`config.mk`:
```
export PLATFORM = sky130hd
export DESIGN_NAME = io_sequencer
export DESIGN_NICKNAME = d
export VERILOG_FILES = /design/src/rtl/io_sequencer.sv
export SDC_FILE = /design/constraint.sdc
export NUM_CORES = 1
export LEC_CHECK = 0
export CORE_UTILIZATION = 44
export DETAILED_ROUTE_END_ITERATION = 8
export HOLD_SLACK_MARGIN = 0.05
export PLACE_DENSITY = 0.95
export RECOVER_POWER = 25
export SLEW_MARGIN = 0
export SYNTH_ARGS = -nofsm -noshare
export SYNTH_HDL_FRONTEND = slang
export SYNTH_SLANG_ARGS = --single-unit
export TNS_END_PERCENT = 20
```
`constraint.sdc`:
```
create_clock -name clock -period 4.2 [get_ports clock]
set_input_delay 0.42 -clock clock [delete_from_list [all_inputs] [get_ports clock]]
set_output_delay 0.42 -clock clock [all_outputs]
set_load 0.02 [all_outputs]
```
`src/rtl/io_sequencer.sv`:
```
// Multi-cycle sequencer for IN / OUT / HALT instructions: stalls the PC until a
// debounced confirm press arrives, latches switches, drives the display, freezes on halt.
module io_sequencer #(
  parameter int DATA_WIDTH      = 32,
  parameter int SW_WIDTH        = 16,
  parameter int DEBOUNCE_CYCLES = 4
) (
  input  logic                  clock,
  input  logic                  reset,
  input  logic                  input_op,
  input  logic                  output_op,
  input  logic                  halt_op,
  input  logic [SW_WIDTH-1:0]   sw,
  input  logic                  btn_confirm,
  input  logic [DATA_WIDTH-1:0] out_src,
  output logic                  pc_en,
  output logic                  in_we,
  output logic [DATA_WIDTH-1:0] in_data,
  output logic [DATA_WIDTH-1:0] display,
  output logic                  display_valid,
  output logic                  waiting_input,
  output logic                  halted
);

  localparam int CNT_W = (DEBOUNCE_CYCLES > 1) ? $clog2(DEBOUNCE_CYCLES) : 1;
  localparam logic [CNT_W-1:0] CNT_LAST = CNT_W'(DEBOUNCE_CYCLES - 1);

  typedef enum logic [2:0] {
    ST_RUN       = 3'd0,
    ST_IN_ARM    = 3'd1,
    ST_IN_WAIT   = 3'd2,
    ST_IN_COMMIT = 3'd3,
    ST_HALTED    = 3'd4
  } state_t;

  state_t                state_q, state_d;
  logic                  sync1_q, sync1_d;
  logic                  sync2_q, sync2_d;
  logic [CNT_W-1:0]      cnt_q, cnt_d;
  logic                  btn_stable_q, btn_stable_d;
  logic                  btn_prev_q, btn_prev_d;
  logic                  press_q, press_d;
  logic                  in_we_q, in_we_d;
  logic [DATA_WIDTH-1:0] in_data_q, in_data_d;
  logic [DATA_WIDTH-1:0] display_q, display_d;
  logic                  display_valid_q, display_valid_d;
  logic                  waiting_input_q, waiting_input_d;
  logic                  halted_q, halted_d;

  always_ff @(posedge clock) begin
    if (reset) begin
      state_q         <= ST_RUN;
      sync1_q         <= 1'b0;
      sync2_q         <= 1'b0;
      cnt_q           <= '0;
      btn_stable_q    <= 1'b0;
      btn_prev_q      <= 1'b0;
      press_q         <= 1'b0;
      in_we_q         <= 1'b0;
      in_data_q       <= '0;
      display_q       <= '0;
      display_valid_q <= 1'b0;
      waiting_input_q <= 1'b0;
      halted_q        <= 1'b0;
    end else begin
      state_q         <= state_d;
      sync1_q         <= sync1_d;
      sync2_q         <= sync2_d;
      cnt_q           <= cnt_d;
      btn_stable_q    <= btn_stable_d;
      btn_prev_q      <= btn_prev_d;
      press_q         <= press_d;
      in_we_q         <= in_we_d;
      in_data_q       <= in_data_d;
      display_q       <= display_d;
      display_valid_q <= display_valid_d;
      waiting_input_q <= waiting_input_d;
      halted_q        <= halted_d;
    end
  end

  // Button conditioning: the counter only runs while the synchronized level disagrees.
  always_comb begin
    sync1_d      = btn_confirm;
    sync2_d      = sync1_q;
    cnt_d        = '0;
    btn_stable_d = btn_stable_q;
    if (sync2_q != btn_stable_q) begin
      if (cnt_q == CNT_LAST) begin
        btn_stable_d = sync2_q;
      end else begin
        cnt_d = cnt_q + 1'b1;
      end
    end
    btn_prev_d = btn_stable_q;
    press_d    = btn_stable_q & ~btn_prev_q;
  end

  always_comb begin
    state_d = state_q;
    case (state_q)
      ST_RUN: begin
        if (halt_op) begin
          state_d = ST_HALTED;
        end else if (input_op) begin
          state_d = btn_stable_q ? ST_IN_ARM : ST_IN_WAIT;
        end
      end
      ST_IN_ARM:    if (!btn_stable_q) state_d = ST_IN_WAIT;
      ST_IN_WAIT:   if (press_q) state_d = ST_IN_COMMIT;
      ST_IN_COMMIT: state_d = ST_RUN;
      ST_HALTED:    state_d = ST_HALTED;
      default:      state_d = ST_RUN;
    endcase
  end

  // Status flags are decoded from the next state so they leave flops cleanly.
  always_comb begin
    case (state_q)
      ST_RUN:       pc_en = ~(halt_op | input_op);
      ST_IN_COMMIT: pc_en = 1'b1;
      default:      pc_en = 1'b0;
    endcase
    if (reset) pc_en = 1'b0;

    in_we_d         = (state_d == ST_IN_COMMIT);
    waiting_input_d = (state_d == ST_IN_ARM) || (state_d == ST_IN_WAIT);
    halted_d        = (state_d == ST_HALTED);

    in_data_d = in_data_q;
    if ((state_q == ST_IN_WAIT) && press_q) begin
      in_data_d                 = '0;
      in_data_d[SW_WIDTH-1:0]   = sw;
    end

    display_d       = display_q;
    display_valid_d = display_valid_q;
    if ((state_q == ST_RUN) && !halt_op && !input_op && output_op) begin
      display_d       = out_src;
      display_valid_d = 1'b1;
    end
  end

  assign in_we         = in_we_q;
  assign in_data       = in_data_q;
  assign display       = display_q;
  assign display_valid = display_valid_q;
  assign waiting_input = waiting_input_q;
  assign halted        = halted_q;

endmodule

```
==> flow_metrics.py <==
metrics = {
    "drt": {
        "drc": 0,
        "firstDrtPassIters": 5,
        "ant_nets": 0,
        "routedWlPerCell_um": 12.0,
        "dr.first_iter.drc_count": 79,
        "drt-vias-per-instance": 4.60,
        "drt_wl_total_um": 5470,
        "dr_total_vias": 2092,
    },
    "global_route": {
        "grt_first_pass_wirelength_um": 8840,
        "grt_max_degree": 93,
        "overflow": 0,
        "track_usage_pct": 18.1,
        "antenna_found_initial": 0,
        "first_global_vias": 1937,
    },
    "logic_synthesis": {
        "syn_area_sq_mm": 0.00268,
        "netlist_instances": 278,
        "synth_xor_area_share_pct": 0.327,
        "ys_seq_area_share_pct": 46.4,
        "synthAdderAreaFrac_pct": 0.467,
        "synth_cell_type_count": 33,
        "ys_ff_latch": 62,
        "synthSimpleGateAreaFrac_pct": 24.5,
        "yosysWarnings": 0,
        "synthMuxAreaShare_pct": 12.3,
        "syn_area_per_cell_sq_um": 9.63,
        "synth_top_family_by_area": "simple AND/OR/NAND/NOR gates",
        "synth_compound_gate_area_share_pct": 5.37,
    },
    "sta": {
        "setup_tns_ns": 0,
        "finalMaxSlewViolations": 93,
        "hold_viol": 0,
        "grt_setup_unrepaired": "no",
        "timing.fmax_mhz": 345,
        "period_minus_slack_ns": 2.90,
        "setup_viol": 0,
        "slew-limit-headroom_pct": -88.7,
        "finalClockSkew_ns": 0.00684,
        "fin_crit_sh_pct": 69.0,
        "worst_pin_slew_ns": 2.83,
    },
    "worst_setup_path": {
        "critPathKind": "in2reg",
        "path_cells": "buf_2, clkbuf_1, nand2b_1, o22ai_1",
        "r2r_start": "state_q[0]",
        "critPathCaptureType": "register",
        "crit_path_start_kind": "input pin",
        "r2r_slack_ns": 2.17,
        "critical_path_arrival_ns": 3.00,
        "r2r_end": "display[13]",
        "cp_max_fo": 92,
        "cpPeakStageDelay_ns": 2.01,
        "cp.required_ns": 4.30,
        "r2r_cells": 3,
        "cp_slowest_cell": "clkbuf_1",
    },
    "place": {
        "place_area_sq_mm": 0.00362,
        "hpwl_um": 3750,
        "place_congestion": 0.747,
        "port_buffers": 106,
    },
    "clock_network": {
        "cts_root_buf": "clkbuf_8",
        "clock_latency_ns": 0.33,
        "clk_pin_slew_worst_paths_ns": 0.07,
        "cts_resized": 0,
        "htree_levels": 3,
        "cts_tree": "built",
        "numClockSinks": 62,
        "postCtsSetupRepairBufs": 0,
        "cts_made_buffers": 9,
        "hold_buffers": 0,
        "cts.path.max_buffers": 2,
    },
    "pwr": {
        "p_per_area_mw_per_mm2": 336,
        "ir_drop_mv": 0.261,
        "leakage_nw": 1.42,
    },
    "run": {
        "cap_violations": 1,
    },
    "die": {
        "dieArea_sq_mm": 0.00640,
        "fp.coreArea_sq_mm": 0.00589,
        "rows": 28,
        "start_util_pct": 45.5,
        "die_w_um": 80.0,
        "io_pins": 123,
        "die-height_um": 80.0,
    },
    "layout": {
        "diodes": 0,
        "syn2layout_area_growth_pct": 42.6,
        "fill_cells": 490,
        "stdcell_area_sq_mm": 0.00382,
        "nNetsFinal": 430,
        "fin_util_pct": 64.9,
        "drive_gt1_share_pct": 6.05,
    },
    "outcome": {
        "violations": "capacitance limit, slew limit",
        "status": "finished, violations left",
    },
    "worst_hold_path": {
        "hold_path_class": "reg2reg",
        "hold_path_end": "press_q",
        "min-delay-start": "btn_prev_q",
        "hold_depth": 1,
    },
}
==> cell type report <==
type | count | area (sq um) | area share (%)
clock buffer | 10 | 138 | 3.60
tap | 75 | 93.8 | 2.46
sequential | 62 | 1240 | 32.5
inverter | 3 | 11.3 | 0.295
multi-input combinational | 192 | 1210 | 31.8
timing repair buffer | 107 | 1060 | 27.8
clock inverter | 6 | 61.3 | 1.61
==> sequential cells by signal (all words and copies together) (netlist names) <==
| signal | flops |
|---|---|
| btn_prev_d | 1 |
| btn_prev_q | 1 |
| cnt_q | 2 |
| display | 32 |
| display_valid | 1 |
| halted | 1 |
| in_data | 16 |
| in_we | 1 |
| press_q | 1 |
| state_q | 3 |
| sync1_q | 1 |
| sync2_q | 1 |
| waiting_input | 1 |
==> power breakdown <==
group | leakage (nW) | switching (mW) | internal [mW]
registers | 0.502 | 0.00900 | 0.602
clock network | 0.102 | 0.227 | 0.288
logic | 0.816 | 0.0671 | 0.0896
==> per-layer routing <==
metal	GRT usage (%)	share of wire [%]	up-vias
met5	0	0	-
met4	8.04	1.5	0
met3	4.57	5.4	9
met2	31.5	49	65
met1	20.7	44	959
li1	-	-	1059
==> Yosys cell counts (all sizes together) <==
master	instances	area, sq um
a211o	1	10.0
a211oi	1	7.51
a21oi	18	90.1
and3b	1	8.76
and4bb	1	12.5
buf	27	234
clkbuf	9	35.0
conb	1	3.75
dfxtp	62	1240
ha	1	12.5
inv	3	11.3
mux2i	33	330
nand2	32	120
nand2b	65	407
nand4bb	1	11.3
nor2	7	26.3
nor2b	3	18.8
nor3	1	5.00
nor4	3	33.8
o21ai	1	5.00
o21ba	1	10.0
o21bai	1	7.51
o22ai	1	6.26
o31ai	1	7.51
or3	2	13.8
xnor2	1	8.76
==> worst max path at each step <==
stage	startpoint	to	slack [ns]
final	reset	state_q[0]	1.30
after global placement	input_op	pc_en	1.85
after CTS	input_op	pc_en	1.78
after floorplan	reset	pc_en	2.32
after detailed placement	input_op	display[31]	1.79
after global routing	reset	state_q[0]	0.90
==> critical path: cells and delay by family <==
family | cells | cell delay [ns]
buffers and inverters | 2 | 2.13
AND/OR/NAND/NOR | 1 | 0.33
AO/OA/AOI/OAI | 1 | 0.08
==> placed cells by master, fill, tap and decap left out, types with 2 or more instances in the layout <==
cell | Yosys | layout
a21oi_1 | 18 | 18
clkbuf_8 | 0 | 10
clkdlybuf4s50_1 | 0 | 87
clkinv_2 | 0 | 3
conb_1 | 1 | 16
dfxtp_1 | 62 | 62
dlygate4sd3_1 | 0 | 18
inv_1 | 3 | 3
mux2i_1 | 33 | 33
nand2_1 | 32 | 32
nand2b_1 | 65 | 65
nor2_1 | 7 | 7
nor2b_1 | 3 | 3
nor4_1 | 2 | 2
==> metrics by stage <==
stage / cells / setup WS (ns) / power (mW) / hold WS, ns
floorplan: 293 / 2.32 / 0.718 / 0.368
detailed placement: 439 / 1.79 / 0.782 / 0.387
global route: 455 / 0.897 / 1.34 / 0.432
global placement: 439 / 1.85 / 0.779 / 0.371
CTS: 455 / 1.78 / 1.30 / 0.406
finish: 455 / 1.30 / 1.28 / 0.396
==> kinds of logic after synthesis <==
group,Yosys count
and+or+nand+nor,116
AOI/OAI and AO/OA,25
other,1
xor gates and xnor gates,1
muxes,33
buffers and inverters,39
adders and majority gates,1
DFF,62
Power figures use the tool's default switching activity.
